`src/rtl/moon_boss_ctrl_if.sv`:
```
// Signal bundle between the moon boss phase sequencer and its surroundings
// (collision logic on one side, moon position/sprite datapath on the other).
interface moon_boss_ctrl_if;
   logic       start;
   logic       hit;
   logic [9:0] moon_x;
   logic [9:0] moon_y;
   logic [9:0] player_x;
   logic [9:0] player_y;
   logic       load_pos;
   logic [9:0] load_x;
   logic [9:0] load_y;
   logic       step_x;
   logic       step_y;
   logic       dir_x;
   logic       dir_y;
   logic       tick;
   logic       moon_visible;
   logic [7:0] boss_hp;
   logic [2:0] state;
   logic       boss_dead;

   modport master (
      input  start, hit, moon_x, moon_y, player_x, player_y,
      output load_pos, load_x, load_y, step_x, step_y, dir_x, dir_y,
             tick, moon_visible, boss_hp, state, boss_dead
   );

   modport slave (
      output start, hit, moon_x, moon_y, player_x, player_y,
      input  load_pos, load_x, load_y, step_x, step_y, dir_x, dir_y,
             tick, moon_visible, boss_hp, state, boss_dead
   );
endinterface

```
`src/rtl/moon_boss_ctrl.sv`:
```
// Moon boss phase sequencer: motion tick, entry/chase/dwell stepping,
// HP and invulnerability tracking, and sprite visibility/blink gating.
module moon_boss_ctrl #(
   parameter int unsigned TICK_DIV     = 500000,
   parameter int unsigned DWELL_TICKS  = 200,
   parameter int unsigned HP_INIT      = 32,
   parameter int unsigned IFRAME_TICKS = 50,
   parameter int unsigned DEATH_TICKS  = 128,
   parameter int unsigned START_X      = 192,
   parameter int unsigned ENTRY_Y      = 100,
   parameter int unsigned X_MIN        = 64,
   parameter int unsigned X_MAX        = 320,
   parameter int unsigned Y_MIN        = 64,
   parameter int unsigned Y_MAX        = 384
) (
   input  logic             clk,
   input  logic             reset,
   moon_boss_ctrl_if.master bus
);

   typedef enum logic [2:0] {
      S_IDLE  = 3'd0,
      S_ENTER = 3'd1,
      S_CHASE = 3'd2,
      S_DWELL = 3'd3,
      S_DYING = 3'd4,
      S_DONE  = 3'd5
   } state_e;

   localparam int unsigned PSC_W = (TICK_DIV > 1) ? $clog2(TICK_DIV) : 1;
   localparam int unsigned CW    = 16;

   state_e           state_q;
   logic [PSC_W-1:0] psc_q;
   logic             tick_q;
   logic             load_q;
   logic             moved_q;
   logic             dir_x_q;
   logic             dir_y_q;
   logic [CW-1:0]    dwell_q;
   logic [CW-1:0]    death_q;
   logic [CW-1:0]    ifr_q;
   logic [7:0]       hp_q;

   logic on_border, park, start_ok, hit_ok, rdx, rdy;

   always_comb begin
      on_border = (bus.moon_x <= 10'(X_MIN)) | (bus.moon_x >= 10'(X_MAX)) |
                  (bus.moon_y <= 10'(Y_MIN)) | (bus.moon_y >= 10'(Y_MAX));
      park      = on_border & moved_q;
      start_ok  = bus.start & ((state_q == S_IDLE) | (state_q == S_DONE));
      hit_ok    = bus.hit & ((state_q == S_CHASE) | (state_q == S_DWELL)) & (ifr_q == '0);
      // Aim at the player, but a border always pushes the moon back inside.
      rdx = (bus.moon_x < bus.player_x);
      if (bus.moon_x <= 10'(X_MIN))      rdx = 1'b1;
      else if (bus.moon_x >= 10'(X_MAX)) rdx = 1'b0;
      rdy = (bus.moon_y < bus.player_y);
      if (bus.moon_y <= 10'(Y_MIN))      rdy = 1'b1;
      else if (bus.moon_y >= 10'(Y_MAX)) rdy = 1'b0;
   end

   always_ff @(posedge clk or posedge reset) begin
      if (reset) begin
         psc_q  <= '0;
         tick_q <= 1'b0;
      end else if (psc_q == PSC_W'(TICK_DIV - 1)) begin
         psc_q  <= '0;
         tick_q <= 1'b1;
      end else begin
         psc_q  <= psc_q + PSC_W'(1);
         tick_q <= 1'b0;
      end
   end

   always_ff @(posedge clk or posedge reset) begin
      if (reset) begin
         state_q <= S_IDLE;
         load_q  <= 1'b0;
         moved_q <= 1'b0;
         dir_x_q <= 1'b1;
         dir_y_q <= 1'b1;
         dwell_q <= '0;
         death_q <= '0;
         ifr_q   <= '0;
         hp_q    <= '0;
      end else begin
         load_q <= start_ok;
         if (start_ok) begin
            state_q <= S_ENTER;
            hp_q    <= 8'(HP_INIT);
            ifr_q   <= '0;
            moved_q <= 1'b0;
            dir_x_q <= 1'b1;
            dir_y_q <= 1'b1;
            dwell_q <= '0;
            death_q <= '0;
         end else begin
            if (tick_q) begin
               case (state_q)
                  S_ENTER: if (bus.moon_y >= 10'(ENTRY_Y)) begin
                     dir_x_q <= rdx;
                     dir_y_q <= rdy;
                     moved_q <= 1'b0;
                     state_q <= S_CHASE;
                  end
                  S_CHASE: if (park) begin
                     state_q <= S_DWELL;
                     dwell_q <= '0;
                  end else begin
                     moved_q <= 1'b1;
                  end
                  S_DWELL: if (dwell_q == CW'(DWELL_TICKS - 1)) begin
                     dir_x_q <= rdx;
                     dir_y_q <= rdy;
                     moved_q <= 1'b0;
                     state_q <= S_CHASE;
                  end else if (dwell_q != '1) begin
                     dwell_q <= dwell_q + CW'(1);
                  end
                  S_DYING: begin
                     if (death_q == CW'(DEATH_TICKS - 1)) state_q <= S_DONE;
                     if (death_q != '1) death_q <= death_q + CW'(1);
                  end
                  default: ;
               endcase
            end
            // Last HP overrides whatever phase change the tick requested.
            if (hit_ok) begin
               ifr_q <= CW'(IFRAME_TICKS);
               if (hp_q != '0) hp_q <= hp_q - 8'd1;
               if (hp_q == 8'd1) begin
                  state_q <= S_DYING;
                  death_q <= '0;
               end
            end else if (tick_q && (ifr_q != '0)) begin
               ifr_q <= ifr_q - CW'(1);
            end
         end
      end
   end

   always_comb begin
      bus.moon_visible = 1'b0;
      case (state_q)
         S_ENTER, S_CHASE, S_DWELL: bus.moon_visible = (ifr_q == '0) | ifr_q[2];
         S_DYING:                   bus.moon_visible = death_q[3];
         default:                   bus.moon_visible = 1'b0;
      endcase
   end

   assign bus.tick      = tick_q;
   assign bus.load_pos  = load_q;
   assign bus.load_x    = 10'(START_X);
   assign bus.load_y    = '0;
   assign bus.step_x    = tick_q & (state_q == S_CHASE) & ~park;
   assign bus.step_y    = tick_q & (((state_q == S_ENTER) & (bus.moon_y < 10'(ENTRY_Y))) |
                                    ((state_q == S_CHASE) & ~park));
   assign bus.dir_x     = dir_x_q;
   assign bus.dir_y     = dir_y_q;
   assign bus.boss_hp   = hp_q;
   assign bus.state     = state_q;
   assign bus.boss_dead = (state_q == S_DONE);

endmodule
```
`src/flat_wrapper.sv`:
```
// flat-port wrapper written by rule: the top's interface ports become plain ports
module moon_boss_ctrl_flat 
#(
   parameter int unsigned TICK_DIV     = 500000,
   parameter int unsigned DWELL_TICKS  = 200,
   parameter int unsigned HP_INIT      = 32,
   parameter int unsigned IFRAME_TICKS = 50,
   parameter int unsigned DEATH_TICKS  = 128,
   parameter int unsigned START_X      = 192,
   parameter int unsigned ENTRY_Y      = 100,
   parameter int unsigned X_MIN        = 64,
   parameter int unsigned X_MAX        = 320,
   parameter int unsigned Y_MIN        = 64,
   parameter int unsigned Y_MAX        = 384
)
  (clk, reset, bus_start, bus_hit, bus_moon_x, bus_moon_y, bus_player_x, bus_player_y, bus_load_pos, bus_load_x, bus_load_y, bus_step_x, bus_step_y, bus_dir_x, bus_dir_y, bus_tick, bus_moon_visible, bus_boss_hp, bus_state, bus_boss_dead);
  moon_boss_ctrl_if bus_i ();
  input  logic clk;
  input  logic reset;
  input wire logic [$bits(bus_i.start)-1:0] bus_start;
  input wire logic [$bits(bus_i.hit)-1:0] bus_hit;
  input wire logic [$bits(bus_i.moon_x)-1:0] bus_moon_x;
  input wire logic [$bits(bus_i.moon_y)-1:0] bus_moon_y;
  input wire logic [$bits(bus_i.player_x)-1:0] bus_player_x;
  input wire logic [$bits(bus_i.player_y)-1:0] bus_player_y;
  output wire logic [$bits(bus_i.load_pos)-1:0] bus_load_pos;
  output wire logic [$bits(bus_i.load_x)-1:0] bus_load_x;
  output wire logic [$bits(bus_i.load_y)-1:0] bus_load_y;
  output wire logic [$bits(bus_i.step_x)-1:0] bus_step_x;
  output wire logic [$bits(bus_i.step_y)-1:0] bus_step_y;
  output wire logic [$bits(bus_i.dir_x)-1:0] bus_dir_x;
  output wire logic [$bits(bus_i.dir_y)-1:0] bus_dir_y;
  output wire logic [$bits(bus_i.tick)-1:0] bus_tick;
  output wire logic [$bits(bus_i.moon_visible)-1:0] bus_moon_visible;
  output wire logic [$bits(bus_i.boss_hp)-1:0] bus_boss_hp;
  output wire logic [$bits(bus_i.state)-1:0] bus_state;
  output wire logic [$bits(bus_i.boss_dead)-1:0] bus_boss_dead;
  assign bus_i.start = bus_start;
  assign bus_i.hit = bus_hit;
  assign bus_i.moon_x = bus_moon_x;
  assign bus_i.moon_y = bus_moon_y;
  assign bus_i.player_x = bus_player_x;
  assign bus_i.player_y = bus_player_y;
  assign bus_load_pos = bus_i.load_pos;
  assign bus_load_x = bus_i.load_x;
  assign bus_load_y = bus_i.load_y;
  assign bus_step_x = bus_i.step_x;
  assign bus_step_y = bus_i.step_y;
  assign bus_dir_x = bus_i.dir_x;
  assign bus_dir_y = bus_i.dir_y;
  assign bus_tick = bus_i.tick;
  assign bus_moon_visible = bus_i.moon_visible;
  assign bus_boss_hp = bus_i.boss_hp;
  assign bus_state = bus_i.state;
  assign bus_boss_dead = bus_i.boss_dead;
  moon_boss_ctrl #(.TICK_DIV(TICK_DIV), .DWELL_TICKS(DWELL_TICKS), .HP_INIT(HP_INIT), .IFRAME_TICKS(IFRAME_TICKS), .DEATH_TICKS(DEATH_TICKS), .START_X(START_X), .ENTRY_Y(ENTRY_Y), .X_MIN(X_MIN), .X_MAX(X_MAX), .Y_MIN(Y_MIN), .Y_MAX(Y_MAX)) u_core (.clk(clk), .reset(reset), .bus(bus_i));
endmodule
```
`config.mk`:
```
export PLATFORM = sky130hd
export DESIGN_NAME = moon_boss_ctrl_flat
export DESIGN_NICKNAME = d
export VERILOG_FILES = /design/src/rtl/moon_boss_ctrl_if.sv /design/src/rtl/moon_boss_ctrl.sv /design/src/flat_wrapper.sv
export SDC_FILE = /design/constraint.sdc
export NUM_CORES = 1
export LEC_CHECK = 0
export CAP_MARGIN = 30
export CORE_MARGIN = 1.5
export CORE_UTILIZATION = 45
export DETAILED_ROUTE_END_ITERATION = 16
export GPL_ROUTABILITY_DRIVEN = 0
export GPL_TIMING_DRIVEN = 0
export PLACE_DENSITY = 0.69
export SYNTH_ARGS = -nofsm -noshare
export SYNTH_HDL_FRONTEND = slang
export SYNTH_SLANG_ARGS = --single-unit
```
`constraint.sdc`:
```
create_clock -name clk -period 4.3 [get_ports clk]
set_input_delay 0.43 -clock clk [delete_from_list [all_inputs] [get_ports clk]]
set_output_delay 0.43 -clock clk [all_outputs]
set_load 0.1 [all_outputs]
```
### Word level (Yosys, flattened, before mapping)

Cells that the tools add are included.

* bits of input ports: 44
* bits in writable memories: 0
* latch bits: 0
* ROM bits: 0
* memories kept: 0
* bits in registers: 83

* div/mod/pow operators: 0
* mux-type cells: 50
* reduce and logical (&&, ||, !) cells: 17
* bitwise operators: 17
* shift-type cells: 0
* equality and inequality tests: 17
* $lt $le $gt $ge: 8
* $add $sub $neg: 5
* $mul: 0

Operators with widths (count)
* 16-bit 2-to-1 mux: 14
* 16-bit by 1-bit adder with 16-bit output, second input constant: 2
* 16-bit != test, second input constant: 2
* 16-bit one-hot mux with 2 select lines: 1
* 3-bit 2-to-1 mux: 8
* 8-bit 2-to-1 mux: 3
* 10-bit by 9-bit greater-or-equal comparator with 1-bit output, second input constant: 2
* 10-bit by 7-bit <= comparator with 1-bit output, second input constant: 2
* 10-bit < comparator: 2
* 19-bit by 1-bit adder with 19-bit output, second input constant: 1
* 19-bit == test, second input constant: 1
* 19-bit 2-to-1 mux: 1
* 1-bit 2-to-1 mux: 18
* 16-bit by 7-bit == test with 1-bit output, second input constant: 1
* 16-bit by 8-bit == test with 1-bit output, second input constant: 1
* 16-bit logical NOT: 1
* 16-bit nonzero test: 1
* 16-bit by 1-bit subtractor with 16-bit output, second input constant: 1
* 3-bit one-hot mux with 4 select lines: 1
* 10-bit by 7-bit greater-or-equal comparator with 1-bit output, second input constant: 1
* 10-bit by 7-bit < comparator with 1-bit output, second input constant: 1
* 5-bit AND reduction: 2
* 1-bit AND: 9
* 3-bit by 2-bit != test with 1-bit output, second input constant: 3
* 20 further kinds: 35

### Logic depth before layout (Yosys ltp)

* depth in word-level cells: 11
* gate-level depth with buffers: 9
* mapped depth without buffers: 7

### Worst setup path before layout

No wires, ideal clock.

* kind: flip-flop to output port
* start: reg u_core.state_q[1] (netlist: u_core.bus.state[1])
* end: out bus_step_y
* cell stages (with the launch flop): 9
* setup slack: -0.726 ns
* data arrival time: 4.596 ns
* buffers on the path: 3
* data required time: 3.870 ns
* path through: dfrtp_1 clkbuf_1 nor2b_1 clkbuf_1 nand2_1 a21oi_1 clkbuf_1 inv_1 a21boi_0

* cells in the longest elaborated chain, start to end: 4
* elaborated cells between the ends (all ways): 6
* those cells by class: 2 x eq/ne; 4 x bitwise

Ends and longest elaborated chain
* start, declared: line moon_boss_ctrl.sv:33 `state_e state_q;`
* start signal, assigned: line moon_boss_ctrl.sv:77 `state_q <= S_IDLE;`
* start signal, assigned: line moon_boss_ctrl.sv:89 `state_q <= S_ENTER;`
* start signal, assigned: line moon_boss_ctrl.sv:104 `state_q <= S_CHASE;`
* 3-bit by 1-bit == test with 1-bit output / 3-bit by 2-bit == test with 1-bit output (equally long branches): line moon_boss_ctrl.sv:156, moon_boss_ctrl.sv:157
* 1-bit AND (on tied branches): line moon_boss_ctrl.sv:156, moon_boss_ctrl.sv:157
* 1-bit bitwise OR (*): line moon_boss_ctrl.sv:156 `assign bus.step_y = tick_q & (((state_q == S_ENTER) & (bus.moon_y < 10'(ENTRY_Y))) |`
* 1-bit AND (*): line moon_boss_ctrl.sv:156
* end, declared: line flat_wrapper.sv:30 `output wire logic [$bits(bus_i.step_y)-1:0] bus_step_y;`

Every way passes the cells marked *; elsewhere a longest branch is shown, timed or not.

### Final worst setup path

* start: reg u_core.ifr_q[7]
* end: out bus_moon_visible

* cells in the longest elaborated chain, start to end: 3

Ends and longest elaborated chain
* start, declared: line moon_boss_ctrl.sv:42 `logic [CW-1:0] ifr_q;`
* start signal, assigned: line moon_boss_ctrl.sv:129 `ifr_q <= CW'(IFRAME_TICKS);`
* start signal, assigned: line moon_boss_ctrl.sv:136 `ifr_q <= ifr_q - CW'(1);`
* 16-bit logical NOT: line moon_boss_ctrl.sv:145 `S_ENTER, S_CHASE, S_DWELL: bus.moon_visible = (ifr_q == '0) | ifr_q[2];`
* 1-bit bitwise OR: line moon_boss_ctrl.sv:145
* 1-bit one-hot mux with 2 select lines: line moon_boss_ctrl.sv:144 `case (state_q)`
* end, declared: line flat_wrapper.sv:34 `output wire logic [$bits(bus_i.moon_visible)-1:0] bus_moon_visible;`

No other way between the ends.

==> out/metrics.csv <==
stage;metric;value;unit
sta;post-route minimum period;4.04;ns
critical_path;critical path's slowest cell;clkdlybuf4s50_1;
floorplan;row count;39;
critical_path;worst reg2reg path startpoint;u_core.bus.boss_hp[4];
floorplan;Vert. Die Dim;110;um
drt;routed vias;4600;
floorplan;die area;12200;sq um
cells_and_area;fin cells;832;
power;Leak;2.71;nW
critical_path;critical path depth in cells;8;
clocking;clk sinks;83;
synth;Synth Area in XOR/XNOR;6.57;%
synth;YS warnings;0;
critical_path;CP endpoint;bus_moon_visible;
critical_path;crit-path cells;or4_4, or3_1, buf_6, nor3_1, nor2_1, nor3_1, a31o_2, clkdlybuf4s50_1;
critical_path;critical path launch point;u_core.ifr_q[7];
synth;Gate Count Post-Synth;592;
clocking;Clock transition at path regs;0.07;ns
grt;total gr overflow;0;
drt;drt total wl;11900;um
cells_and_area;most frequent cells in the layout;81 x dfrtp_1, 64 x nor2_1, 60 x clkdlybuf4s50_1, 43 x nand2_1, 35 x inv_1;
clocking;TritonCTS clock tree;done;
drt;detailed-route DRC error count;0;
drt;number of iterations in the first detailed-routing pass;5;
synth;largest area contributor in the netlist;dfrtp_1;
critical_path;CP Launch Type;flip-flop;
grt;GRT Total Usage;20.4;%
critical_path;most common cell type on the critical path;nor3_1;
critical_path;reg2reg setup slack;1.41;ns
floorplan;Die X-Extent;110;um
synth;Synth Area in Adders;5.78;%
grt;vias in the first global route;4357;
cells_and_area;fillers;1048;
synth;top-area cell type share of the netlist area;39.0;%
power;Pwr Density;267;nW/um^2
sta;WHS;0.433;ns
sta;Slew @ Worst Pin;1.04;ns
place;Cell Area, Placed;6090;sq um
floorplan;Ports;83;
place;Port Buf Inserts;62;
sta;count of pins over their slew limit;0;
clocking;Root Driver;clkbuf_16;
sta;Final setup viols;0;
drt;drt via density;5.53;
status;status;finished clean;
floorplan;Core ar.;11300;sq um
cells_and_area;final instance area;6360;sq um
sta;RSZ-0062 raised after global routing;false;
synth;Distinct cells, synth;54;
cells_and_area;Final nets;752;
grt;first-pass GRT wire length;20800;um
cells_and_area;Antenna Cells;0;
sta;Tcrit/Tclk final;94.0;%
synth;Post-synth EDFFs;0;
critical_path;critical path arrival;3.61;ns
cells_and_area;share of cells above drive strength 1;7.26;%
critical_path;Crit Path Category;flip-flop to primary output;
sta;Worst Skew;0.00896;ns
floorplan;Initial Util;45.9;%
synth;Synth area leaders;dfrtp_1 39%, ha_1 5.8%, nor2_1 4.6%;
critical_path;CP delay by family, top;simple AND/OR/NAND/NOR gates;
critical_path;RR Endpoint;u_core.death_q[3];
drt;initial DRC count;337;
critical_path;CP Capture Type;primary output;
synth;syn_area_per_cell;8.78;sq um
clocking;clk_lat worst skew;0.34;ns
synth;main combinational cell family by area after synthesis;simple AND/OR/NAND/NOR gates;
synth;Top FF cell, synth;dfrtp_1;
critical_path;CP Buf/Inv Count;2;
sta;final hold vios;0;
clocking;# hold bufs at CTS;0;
clocking;Longest Clk Path Bufs;2;
synth;synthesized cell area;5200;sq um
sta;relative max-transition margin;30.2;%
synth;Synth Area in Compound Gates;15.2;%
critical_path;Max FO, Critical Path;7;
drt;Antenna Nets Post-Route;0;
run;max_cap viols;0;
clocking;CTS H-tree depth;3;
clocking;Num CTS Buffers;9;
place;post-detail-place hpwl;8950;um
synth;register bit total from synthesis;83;
cells_and_area;Synth-to-Final Area Change;22.4;%
power;peak supply drop;0.232;mV
critical_path;Req. time, crit path;3.87;ns
grt;largest net degree at the start of global routing;55;
synth;FFs w/ async S/R, synth;100;%
drt;Routed WL per cell;14.3;um
critical_path;Register-to-Register Path Depth;6;
critical_path;slowest stage delay, CP;1.12;ns
sta;Max Clk Rate;247;MHz
cells_and_area;commonest non-fill, non-tap cell in the layout;dfrtp_1;
synth;simple-gate share of the synthesized area;24.9;%
grt;initial antenna violation count;0;
worst_hold_path;Hold Crit Class;input port to asynchronous set/reset pin;
synth;sequential-to-total area share from yosys stat;40.0;%
synth;post-synthesis mux area share;0.771;%
place;# placed instances;816;
[layout make-up]
type	instances	area, sq um	share of cell area (%)
clock buffers	10	229	3.60
plain buffers	34	211	3.32
well taps	143	179	2.81
clock inverters	6	47.5	0.748
inverters	36	138	2.16
flip-flops and latches	83	2080	32.7
multi-input cells	457	2840	44.6
repair buffers	63	638	10.0
[flip-flops by register name, indices dropped and copies added (netlist names)]
register             count
u_core.death_q          16
u_core.ifr_q            16
u_core.psc_q            19
u_core.bus.state         3
u_core.dwell_q          16
u_core.bus.dir_x         1
u_core.bus.boss_hp       8
u_core.bus.tick          1
u_core.moved_q           1
u_core.bus.load_pos      1
u_core.bus.dir_y         1
[metrics by stage]
stage,setup slack [ns],utilization [%],power [mW],setup TNS (ns)
after global placement,-0.0260,53.6,0.986,-0.0260
after floorplan,0.0356,-,0.931,0
after global routing,0.0698,56.2,1.77,0
after CTS,0.0889,56.2,1.72,0
final,0.258,56.2,1.70,0
after detailed placement,-0.0868,53.8,0.993,-0.0868
[cell usage after synthesis, types with 3 or more instances]
library cell	n
dfrtp_1	81
nor2_1	64
nand2_1	43
inv_1	36
o21ai_0	28
o31ai_1	27
a21oi_1	26
nand3_1	26
ha_1	24
nor3_1	23
buf_4	20
xor2_1	20
xnor2_1	19
and3_1	16
nand4_1	15
clkbuf_1	12
nor4_1	11
or3_1	11
a21o_1	9
a211oi_1	8
nand2b_1	7
or4_1	7
nor2b_1	6
a31oi_1	5
and2_1	5
mux2i_1	4
and4_1	3
nor3b_1	3
o211ai_1	3
[worst min path at each step]
stage	startpoint	to	cells past startpoint
4_1_cts	reset	u_core.psc_q[11]	2
6_report	reset	u_core.psc_q[11]	2
5_1_grt	reset	u_core.psc_q[10]	2
3_5_place_dp	u_core.psc_q[0]	u_core.psc_q[0]	1
2_1_floorplan	u_core.psc_q[0]	u_core.psc_q[0]	1
3_3_place_gp	u_core.psc_q[0]	u_core.psc_q[0]	1
[power by group]
part	internal [mW]	switching, mW	leakage (nW)	total, mW
combinational	0.0698	0.127	1.70	0.197
clock	0.396	0.326	0.133	0.722
sequential	0.781	0	0.872	0.781
total	1.25	0.453	2.71	1.70
[cells by family after synthesis]
logic type | after synthesis
AND/OR/NAND/NOR | 250
AO/OA/AOI/OAI | 120
flip-flops | 83
buffers and inverters | 70
XOR/XNOR | 39
adder cells (fa/ha/maj) | 24
multiplexers | 4
other | 2
[per-layer routing]
metal | share of wire (%) | track usage, %
met5 | 0 | 0
met4 | 2.0 | 7.44
met2 | 51 | 34.7
met3 | 2.8 | 3.29
met1 | 44 | 26.2
[what timing repair did]
item	4_1_cts	5_1_grt
setup endpoints to repair	2	2
cloned	0	0
setup buffers	0	0
resized for setup	2	4
Power figures use the tool's default switching activity.
